File: src/rtl/uart_rx_pkg.sv
// Shared constants and helpers for the UART receive datapath:
// legal oversampling ratios, frame bit indices and the 2-of-3 vote.
package uart_rx_pkg;

    localparam int PRESCALE_8  = 8;
    localparam int PRESCALE_16 = 16;
    localparam int PRESCALE_32 = 32;

    localparam logic [3:0] FRAME_LAST_PAR   = 4'd10;
    localparam logic [3:0] FRAME_LAST_NOPAR = 4'd9;

    function automatic logic [3:0] last_bit_idx(input logic par_en);
        return par_en ? FRAME_LAST_PAR : FRAME_LAST_NOPAR;
    endfunction

    function automatic logic majority3(input logic a, input logic b, input logic c);
        return (a & b) | (a & c) | (b & c);
    endfunction

endpackage

File: src/rtl/uart_rx_edge_bit_counter.sv
// Oversample-edge and bit-index counters for one UART frame; also reports
// the mid-bit point (half ratio) used by the sampler and the frame-end pulse.
module uart_rx_edge_bit_counter
    import uart_rx_pkg::*;
#(
    parameter int PRESCALE_W = 6
) (
    input  logic                  clk,
    input  logic                  rst,
    input  logic                  enable,
    input  logic [PRESCALE_W-1:0] prescale,
    input  logic                  par_en,
    output logic [PRESCALE_W-1:0] edge_cnt,
    output logic [3:0]            bit_cnt,
    output logic [PRESCALE_W-1:0] half,
    output logic                  frame_done
);

    logic [PRESCALE_W-1:0] ratio;
    logic [PRESCALE_W-1:0] last_edge;
    logic [3:0]            last_bit;
    logic                  edge_wrap;

    // NOTE: every signal driven here gets a default first, so no path leaves it unassigned (no latch).
    always_comb begin
        ratio = PRESCALE_W'(PRESCALE_8);
        if (prescale == PRESCALE_W'(PRESCALE_16))
            ratio = PRESCALE_W'(PRESCALE_16);
        else if (prescale == PRESCALE_W'(PRESCALE_32))
            ratio = PRESCALE_W'(PRESCALE_32);
        last_edge = ratio - 1'b1;
        half      = ratio >> 1;
        last_bit  = last_bit_idx(par_en);
        // Compare with >= so a mid-frame ratio/parity change still keeps both counters in range.
        edge_wrap = (edge_cnt >= last_edge);
    end

    // NOTE: sequential state uses non-blocking assignments only, so all registers update together.
    always_ff @(posedge clk) begin
        if (rst || !enable) begin
            edge_cnt   <= '0;
            bit_cnt    <= '0;
            frame_done <= 1'b0;
        end else begin
            frame_done <= 1'b0;
            if (edge_wrap) begin
                edge_cnt <= '0;
                if (bit_cnt >= last_bit) begin
                    bit_cnt    <= '0;
                    frame_done <= 1'b1;
                end else begin
                    bit_cnt <= bit_cnt + 1'b1;
                end
            end else begin
                edge_cnt <= edge_cnt + 1'b1;
            end
        end
    end

endmodule

File: src/rtl/uart_rx_data_sampler.sv
// UART RX data sampler: takes three samples around each bit centre and
// emits the majority value with a one-cycle valid pulse per frame bit.
module uart_rx_data_sampler
    import uart_rx_pkg::*;
#(
    parameter int PRESCALE_W = 6
) (
    input  logic                  clk,
    input  logic                  rst,
    input  logic                  enable,
    input  logic                  rx_in,
    input  logic [PRESCALE_W-1:0] prescale,
    input  logic                  par_en,
    output logic                  sampled_bit,
    output logic                  sample_valid,
    output logic [PRESCALE_W-1:0] edge_cnt,
    output logic [3:0]            bit_cnt,
    output logic                  frame_done
);

    logic [PRESCALE_W-1:0] half;
    logic [PRESCALE_W-1:0] pos_s0;
    logic [PRESCALE_W-1:0] pos_s1;
    logic [PRESCALE_W-1:0] pos_vote;
    logic                  s0;
    logic                  s1;

    uart_rx_edge_bit_counter #(
        .PRESCALE_W (PRESCALE_W)
    ) u_counter (
        .clk        (clk),
        .rst        (rst),
        .enable     (enable),
        .prescale   (prescale),
        .par_en     (par_en),
        .edge_cnt   (edge_cnt),
        .bit_cnt    (bit_cnt),
        .half       (half),
        .frame_done (frame_done)
    );

    always_comb begin
        pos_s0   = half - 1'b1;
        pos_s1   = half;
        pos_vote = half + 1'b1;
    end

    // Samples are only taken while enabled; a restarted frame overwrites s0/s1
    // before the next vote, so a partial vote from an aborted frame is never used.
    always_ff @(posedge clk) begin
        if (rst) begin
            s0           <= 1'b1;
            s1           <= 1'b1;
            sampled_bit  <= 1'b1;
            sample_valid <= 1'b0;
        end else begin
            sample_valid <= 1'b0;
            if (enable) begin
                if (edge_cnt == pos_s0)
                    s0 <= rx_in;
                if (edge_cnt == pos_s1)
                    s1 <= rx_in;
                if (edge_cnt == pos_vote) begin
                    sampled_bit  <= majority3(s0, s1, rx_in);
                    sample_valid <= 1'b1;
                end
            end
        end
    end

endmodule

File: config.mk
export PLATFORM = sky130hd
export DESIGN_NAME = uart_rx_data_sampler
export DESIGN_NICKNAME = d
export VERILOG_FILES = /design/src/rtl/uart_rx_pkg.sv /design/src/rtl/uart_rx_edge_bit_counter.sv /design/src/rtl/uart_rx_data_sampler.sv
export SDC_FILE = /design/constraint.sdc
export NUM_CORES = 1
export LEC_CHECK = 0
export CAP_MARGIN = 20
export CORE_MARGIN = 3
export CORE_UTILIZATION = 40
export CTS_CLUSTER_DIAMETER = 50
export DETAILED_ROUTE_END_ITERATION = 10
export DONT_BUFFER_PORTS = 1
export SKIP_LAST_GASP = 1
export SYNTH_ARGS = -nofsm -noshare
export SYNTH_HDL_FRONTEND = slang
export SYNTH_SLANG_ARGS = --single-unit
File: constraint.sdc
create_clock -name clk -period 3.3 [get_ports clk]
set_input_delay 0.825 -clock clk [delete_from_list [all_inputs] [get_ports clk]]
set_output_delay 0.825 -clock clk [all_outputs]
set_load 0.03 [all_outputs]
# --- Word-level counts from Yosys, hierarchy flattened ---
# Index checks and enable logic that the tools add are counted.
op_classes:
  eq_ne: 5
  bitwise_logic: 7
  order_cmp: 2
  shift: 0
  n_mux: 6
  addsub: 5
  reduce_logical: 8
  div: 0
  mul: 0
ops:
  columns: ["operator", "n"]
  rows:
  - ["6-bit equality test", 2]
  - ["6-bit two-way mux", 2]
  - ["5-bit by 1-bit adder with 6-bit output, second input constant", 1]
  - ["6-bit by 1-bit adder with 6-bit output, second input constant", 1]
  - ["6-bit by 5-bit equality test with 1-bit output", 1]
  - ["6-bit by 5-bit equality test with 1-bit output, second input constant", 1]
  - ["6-bit equality test, second input constant", 1]
  - ["6-bit greater-or-equal comparator", 1]
  - ["2-bit AND reduction", 3]
  - ["2-bit OR reduction", 3]
  - ["5-bit by 1-bit subtractor with 6-bit output, second input constant", 1]
  - ["6-bit by 1-bit subtractor with 6-bit output, second input constant", 1]
  - ["4-bit by 1-bit adder with 4-bit output, second input constant", 1]
  - ["4-bit greater-or-equal comparator", 1]
  - ["4-bit two-way mux", 1]
  - ["1-bit bitwise AND", 3]
  - ["1-bit two-way mux", 2]
  - ["2-bit two-way mux", 1]
  - ["1-bit NOT", 2]
  - ["1-bit bitwise OR", 2]
  - ["1-bit zero test", 1]
  - ["1-bit logical OR", 1]
totals:
  latch_bits: 0
  input_bits: 11
  memories: 0
  romBits: 0
  ff_bits: 15
  out_inout_bits: 13
  word_cells: 40
  mem_bits_rw: 0

# --- Longest topological paths before layout ---
# Gate-level depths: netlist of run 1.
depth:
  ltp_word: 7
  depth_mapped: 7
  mapped_depth_nobuf: 7

# --- Modules after synthesis ---
# Synthesis of run 1 repeated with hierarchy kept, for this count alone.
unflattened:
  cells_unflattened: 132
  area_unflattened_um2: 1121.1
by_module_without_submodules:
  columns: ["module", "cells_each", "seq_area_each_um2", "n_inst", "area_each_um2"]
  rows:
  - ["uart_rx_edge_bit_counter", 74, 220.2, 1, 650.6]
  - ["uart_rx_data_sampler", 58, 80.1, 1, 470.5]

# --- Worst setup path before layout of run 1 ---
# OpenSTA, ideal clock, no wires.
synth_path:
  path_type: "input to register"
  from: "input port prescale[1]"
  to: "register u_counter.edge_cnt[5]"
  path_stages: 7
  required_ns: 3.222
  n_path_buf: 0
  arrival_time_ns: 2.493
  setup_slack_ns: 0.729
  setup_ns: 0.078
  cell_sequence: "nor4_2 -> nand2_1 -> ha_1 -> a31o_2 -> a211oi_2 -> nand2_1 -> nor3_1"
synth_between:
  elab_chain_cells: 6
  elab_cells_between_ends: 7
  cone_classes: "add/sub (1); order compare (1); eq/ne (2); mux (2); reduce/logical (1)"
synth_rtl:
  columns: ["element", "line", "source"]
  rows:
  - ["from (decl)", "uart_rx_data_sampler.sv:12", "input logic [PRESCALE_W-1:0] prescale,"]
  - ["6-bit equality test", "uart_rx_edge_bit_counter.sv:29", "else if (prescale == PRESCALE_W'(PRESCALE_32))"]
  - ["6-bit two-way mux", "uart_rx_edge_bit_counter.sv:29", null]
  - ["6-bit two-way mux (*)", "uart_rx_edge_bit_counter.sv:27", "if (prescale == PRESCALE_W'(PRESCALE_16))"]
  - ["6-bit by 1-bit subtractor with 6-bit output (*)", "uart_rx_edge_bit_counter.sv:31", "last_edge = ratio - 1'b1;"]
  - ["6-bit greater-or-equal comparator (*)", "uart_rx_edge_bit_counter.sv:35", "edge_wrap = (edge_cnt >= last_edge);"]
  - ["2-bit OR reduction (no source line) (*)", null, null]
  - ["to (signal assigned)", "uart_rx_edge_bit_counter.sv:55", "edge_cnt <= edge_cnt + 1'b1;"]
  - ["to (decl)", "uart_rx_edge_bit_counter.sv:13", "output logic [PRESCALE_W-1:0] edge_cnt,"]
# Mark *: on every way between the ends. The rest lies on a longest branch, timed or not.
# A chain may end at the register's enable or synchronous reset.

# --- Final worst setup path of run 1 ---
# Ends and elaborated chain as after synthesis.

==> flow_metrics.tcl, run 1 <==
set metrics [dict create \
    internal-power_uw 237 \
    first_global_vias 636 \
    nets 119 \
    yosys_register_bits 15 \
    htreeDepth 1 \
    switchingPower_uw 70.5 \
    synth_area_um2 872 \
    crit_path_frequent_cell "nand2_1" \
    crit_fanout 6 \
    crit_arrival_ns 2.61 \
    required_ns 3.51 \
    drive_above_1_share_pct 8.08 \
    clock_skew_ns 0.00487 \
    ant_nets 0 \
    grt_usage_pct 14.3 \
    diodes 0 \
    grt_max_degree 12 \
    cts_tree "built" \
    dpl.hpwl_um 1370 \
    synth_fp_nets 115 \
    drt-pass1-iter-count 4 \
    wl_per_cell_um 14.0 \
    synth_common_cells "dfxtp_1, nor2_1, ha_1, inv_1, nand2_1" \
    final_max_slew_viol_count 0 \
    ir_drop_mv 0.230 \
    period_share_pct 72.7 \
    core-area_um2 2020 \
    syn_inst 96 \
    p_seq_share_pct 60.7 \
    die_h_um 52.7 \
    synth.top_cells.by_area "dfxtp_1, ha_1, nor2_1" \
    clock_path_buffers 2 \
    via_per_inst 5.62 \
    outcome "finished clean" \
    synthDominantCellAreaShare_pct 34.4 \
    yosysSeqAreaShare_pct 34.4 \
    antenna_found_initial 0 \
    synth_edf_count 0 \
    rsz0062_at_grt "false" \
    area_growth_pct 6.74 \
    numCtsBuffers 3 \
    p_comb_share_pct 5.5 \
    routed_wirelength_um 1760 \
    max_cap_viol_count 0 \
    hold_viol 0 \
    ys_types 38 \
    cp_cell_sequence "nor4_2 -> buf_4 -> nand2_1 -> ha_1 -> a31o_2 -> a211oi_2 -> nand2_1 -> nor3_1" \
    drtIter0Drc 12 \
    cts_resized 0 \
    instances_no_fill 126 \
    cts_sinks 15 \
    hold_class "flip-flop to flip-flop" \
    cp_slowest_stage_delay_ns 0.39 \
    ys.flop_type "dfxtp_1" \
    powerDensity_nw_per_um2 331 \
    setup_viol 0 \
    slew_headroom_pct 57.1 \
    portBuffers 0 \
    max_freq_mhz 417 \
    p_sw_share_pct 22.9 \
    grt_pass1_wl_um 2880 \
    post-route-util_pct 46.0 \
    synth_warnings 0 \
    crit_path_end_kind "flip-flop" \
    worst_pin_slew_ns 0.642 \
    clock_latency_ns 0.28 \
    cts_setup_buffers 0 \
    rows 16 \
    crit_family "simple AND/OR/NAND/NOR gates" \
    synth_most_common_cell "dfxtp_1" \
    clkTransAtPathRegs_ns 0.08 \
    placed_cells 122 \
    root_buffer "clkbuf_4" \
    asyncSetResetFlopFracSynth_pct 0 \
    crit_path_top_delay_cell "a211oi_2" \
    syn_area_per_cell_um2 9.08 \
    io_pins 24 \
    place.gp.congestion 0.711 \
    fin_setup_tns_ns 0 \
    synth_top_area_cell "dfxtp_1" \
    period_needed_ns 2.40 \
    clock_power_share_pct 33.9 \
    critical_path_class "primary input to flip-flop" \
    start_util_pct 43.1 \
    p_leak_uw 0.000322 \
    remaining_drc_errors 0 \
    die_area_um2 2780 \
    vias 708 \
    cp-start-kind "primary input" \
    crit_buf_inv 1 \
    grt_overflow 0 \
    die_w_um 52.7 \
    hold_buffers 0 \
]
-- layer usage --
metal / up-vias / global-route usage [%] / routed length [um]
met5: - / 0 / 0
met4: 0 / 5.11 / 21
met3: 4 / 7.69 / 196
met2: 37 / 22.1 / 821
met1: 307 / 16.6 / 725
li1: 360 / - / -
-- sequential cells by signal, indices dropped and copies added, names as in the netlist --
register / count
s0: 1
s1: 1
sample_valid: 1
sampled_bit: 1
u_counter.bit_cnt: 4
u_counter.edge_cnt: 6
u_counter.frame_done: 1
-- final cells by class --
cell class / instances / area [um^2]
sequential: 15 / 300
multi-input combinational: 71 / 533
timing repair buffer: 1 / 7.51
fill: 196 / 1090
clock buffer: 4 / 26.3
inverter: 8 / 30.0
tap: 27 / 33.8
-- power groups by stage --
stage	registers (uW)	logic, uW	clock network [uW]
floorplan	190	13.8	0
global placement	191	16.4	0
detailed placement	191	16.7	0
CTS	187	16.9	110
global route	187	19.2	117
finish	187	16.8	104
-- cells in the final DEF (no fill, tap or decap), drive strengths merged, types with 2 or more instances in the layout --
master   netlist  final
a211oi         3      3
a21boi         2      2
a21oi          3      3
clkbuf         1      4
dfxtp         15     15
ha             8      8
inv            8      8
mux2i          3      3
nand2          5      5
nand2b         2      2
nand3          3      3
nor2          10     10
nor2b          2      2
nor4           2      2
nor4bb         3      3
o2111ai        2      2
o211ai         2      2
o21ai          3      3
xor2           3      3
-- tightest hold or removal path: stages (launching register included) --
cell and delay (ns):
dfxtp_1 0.32, nor2_1 0.09, mux2i_1 0.07
-- cell families (layout without fill, tap and decap cells) --
kind of cell / Yosys count / after routing / synth area share, %
muxes: 3 / 3 / 3.44
DFF: 15 / 15 / 34.4
and+or+nand+nor: 35 / 35 / 23.2
adders and majority gates: 9 / 9 / 12.6
AOI/OAI and AO/OA: 20 / 20 / 17.8
buffers and inverters: 10 / 13 / 4.45
xor gates and xnor gates: 4 / 4 / 4.02
-- worst paths after layout --
| kind | endpoint | cells after the start | slack [ns] | startpoint |
|---|---|---|---|---|
| hold / removal | s1 | 2 | 0.53 | s1 |
| hold reg to reg | s1 | 2 | 0.53 | s1 |
| setup / recovery | u_counter.edge_cnt[5] | 8 | 0.90 | prescale[1] |
| setup reg to reg | u_counter.edge_cnt[5] | 5 | 1.12 | u_counter.edge_cnt[3] |
-- per-stage QoR --
| stage | total power [uW] | area [um^2] | hold WS (ns) | worst slack [ns] |
|---|---|---|---|---|
| 6_report | 308 | 931 | 0.526 | 0.901 |
| 5_1_grt | 323 | 931 | 0.554 | 0.748 |
| 4_1_cts | 314 | 931 | 0.534 | 0.893 |
| 3_5_place_dp | 208 | 905 | 0.517 | 0.610 |
| 3_3_place_gp | 208 | 905 | 0.501 | 0.675 |
| 2_1_floorplan | 204 | 872 | 0.482 | 0.729 |
No activity file was read; power rests on OpenSTA's default activity.
==> run 2, diff against run 1 <==
==> constraint.sdc (replaced) <==
create_clock -name clk -period 2.3 [get_ports clk]
set_input_delay 0.575 -clock clk [delete_from_list [all_inputs] [get_ports clk]]
set_output_delay 0.575 -clock clk [all_outputs]
set_load 0.03 [all_outputs]
==> run 2 against run 1 <==
  * Die area unchanged
  * Sequential share of layout area down 2.2 points
  * Via count up 1.4%
  * Critical path depth unchanged
  * First-iteration DRC count down 33%
  * Clock skew down 0.0041 ns
  * Power up 43%
  * Count of clock-buffer cells in the layout unchanged
  * Critical path type unchanged
  * Highest routed layer unchanged
==> flow_metrics.tcl, run 2 (same netlist as run 1, synthesis figures left out) <==
set metrics [dict create \
    crit_path_top_delay_cell "nor4_4" \
    fin_area_um2 1000 \
    setup_viol 0 \
    mostFrequentLayoutCells "dfxtp_1, nor2_1, buf_4, inv_1, ha_1" \
    ir_drop_mv 0.274 \
    worstRegToRegCells 4 \
    hold_class "primary input to flip-flop" \
    fin_setup_tns_ns 0 \
    routed_wirelength_um 1780 \
    fillers 211 \
    place_ws_ns 0.146 \
    crit_fanout 5 \
    max_cap_viol_count 0 \
    cts_sinks 15 \
    crit_path_end_kind "flip-flop" \
    p_comb_share_pct 7.7 \
    die_area_um2 2780 \
    remaining_drc_errors 0 \
    worst_pin_slew_ns 0.534 \
    start_util_pct 43.1 \
    place_area_um2 973 \
    diodes 0 \
    clkTransAtPathRegs_ns 0.08 \
    crit_buf_inv 1 \
    drt-pass1-iter-count 4 \
    via_per_inst 5.36 \
    startpoint "prescale[1]" \
    portBuffers 0 \
    io_pins 24 \
    hold_buffers 0 \
    numCtsBuffers 3 \
    placed_cells 130 \
    endpoint "u_counter.bit_cnt[2]" \
    antenna_found_initial 0 \
    cp-start-kind "primary input" \
    core-area_um2 2020 \
    die_h_um 52.7 \
    slew_headroom_pct 64.4 \
    outcome "finished clean" \
    cp_cell_sequence "nor4_4 -> nand2_1 -> ha_1 -> a31o_2 -> a211oi_2 -> buf_4 -> o21ai_0 -> a21oi_1" \
    r2r_start "u_counter.edge_cnt[4]" \
    area_growth_pct 14.6 \
    grt_max_degree 11 \
    clock_latency_ns 0.27 \
    worstReg2RegEnd "s1" \
    wl_per_cell_um 13.3 \
    htreeDepth 1 \
    instances_no_fill 134 \
    grt_usage_pct 14.3 \
    reg2reg_slack_ns 0.47 \
    totalPowerFinal_uw 440 \
    cts_resized 0 \
    cts_setup_buffers 0 \
    postLayoutSetupSlackWorst_ns 0.443 \
    regMostFlops "u_counter.edge_cnt" \
    crit_family "compound AO/OA/AOI/OAI gates" \
    critical_path_class "primary input to flip-flop" \
    ant_nets 0 \
    grt_pass1_wl_um 2940 \
    cp_slowest_stage_delay_ns 0.27 \
    nets 127 \
    required_ns 2.51 \
    rows 16 \
    p_leak_uw 0.000365 \
    clock_skew_ns 0.000728 \
    first_global_vias 732 \
    powerDensity_nw_per_um2 440 \
    largest_reg_flops 6 \
    dpl.hpwl_um 1410 \
    max_freq_mhz 539 \
    rsz0062_at_grt "false" \
    internal-power_uw 344 \
    switchingPower_uw 95.8 \
    crit_arrival_ns 2.07 \
    drtIter0Drc 8 \
    vias 718 \
    top_regs "u_counter.edge_cnt (6), u_counter.bit_cnt (4)" \
    place.gp.congestion 0.768 \
    clock_power_share_pct 32.6 \
    p_seq_share_pct 59.7 \
    root_buffer "clkbuf_4" \
    hold_viol 0 \
    drive_above_1_share_pct 15.0 \
    die_w_um 52.7 \
    cts_tree "built" \
    period_share_pct 80.7 \
    period_needed_ns 1.86 \
    grt_overflow 0 \
    final_max_slew_viol_count 0 \
    clock_path_buffers 2 \
    cp_num_cells 8 \
    final_common_cell "dfxtp_1" \
    p_sw_share_pct 21.8 \
]
[run 2: final cells by class]
type	instances	area, um^2	share of cell area (%)
Inverter	8	30.0	3.00
Multi-Input combinational cell	71	542	54.2
Tap cell	27	33.8	3.38
Sequential cell	15	300	30.0
Timing Repair Buffer	9	67.6	6.76
Clock buffer	4	26.3	2.63
[run 2: power groups by stage]
stage / sequential (uW) / combinational [uW] / clock [uW]
floorplan: 273 / 20.3 / 0
global placement: 269 / 33.7 / 0
detailed placement: 269 / 34.2 / 0
CTS: 262 / 34.5 / 149
global route: 263 / 38.2 / 160
finish: 262 / 33.8 / 144
[run 2: through the flow]
step           hold WS [ns]  utilization, %
2_1_floorplan         0.482               -
3_3_place_gp          0.501            48.1
3_5_place_dp          0.518            48.1
4_1_cts               0.350            49.4
5_1_grt               0.342            49.4
6_report              0.362            49.4
[run 2: how the worst min path moves through the flow]
stage | startpoint | endpoint | slack, ns | cells after the start
final | rst | sample_valid | 0.36 | 1
after global routing | rst | sample_valid | 0.34 | 1
after CTS | rst | sample_valid | 0.35 | 1
after global placement | s1 | s1 | 0.50 | 2
after detailed placement | s0 | s0 | 0.52 | 2
after floorplan | s1 | s1 | 0.48 | 2
[run 2: per-layer routing]
metal / vias up / wire, um / global-route usage, %
met2: 21 / 853 / 25.4
met5: - / 0 / 0
met4: 0 / 10 / 6.38
met3: 2 / 126 / 4.56
met1: 325 / 794 / 15.1
li1: 370 / - / -
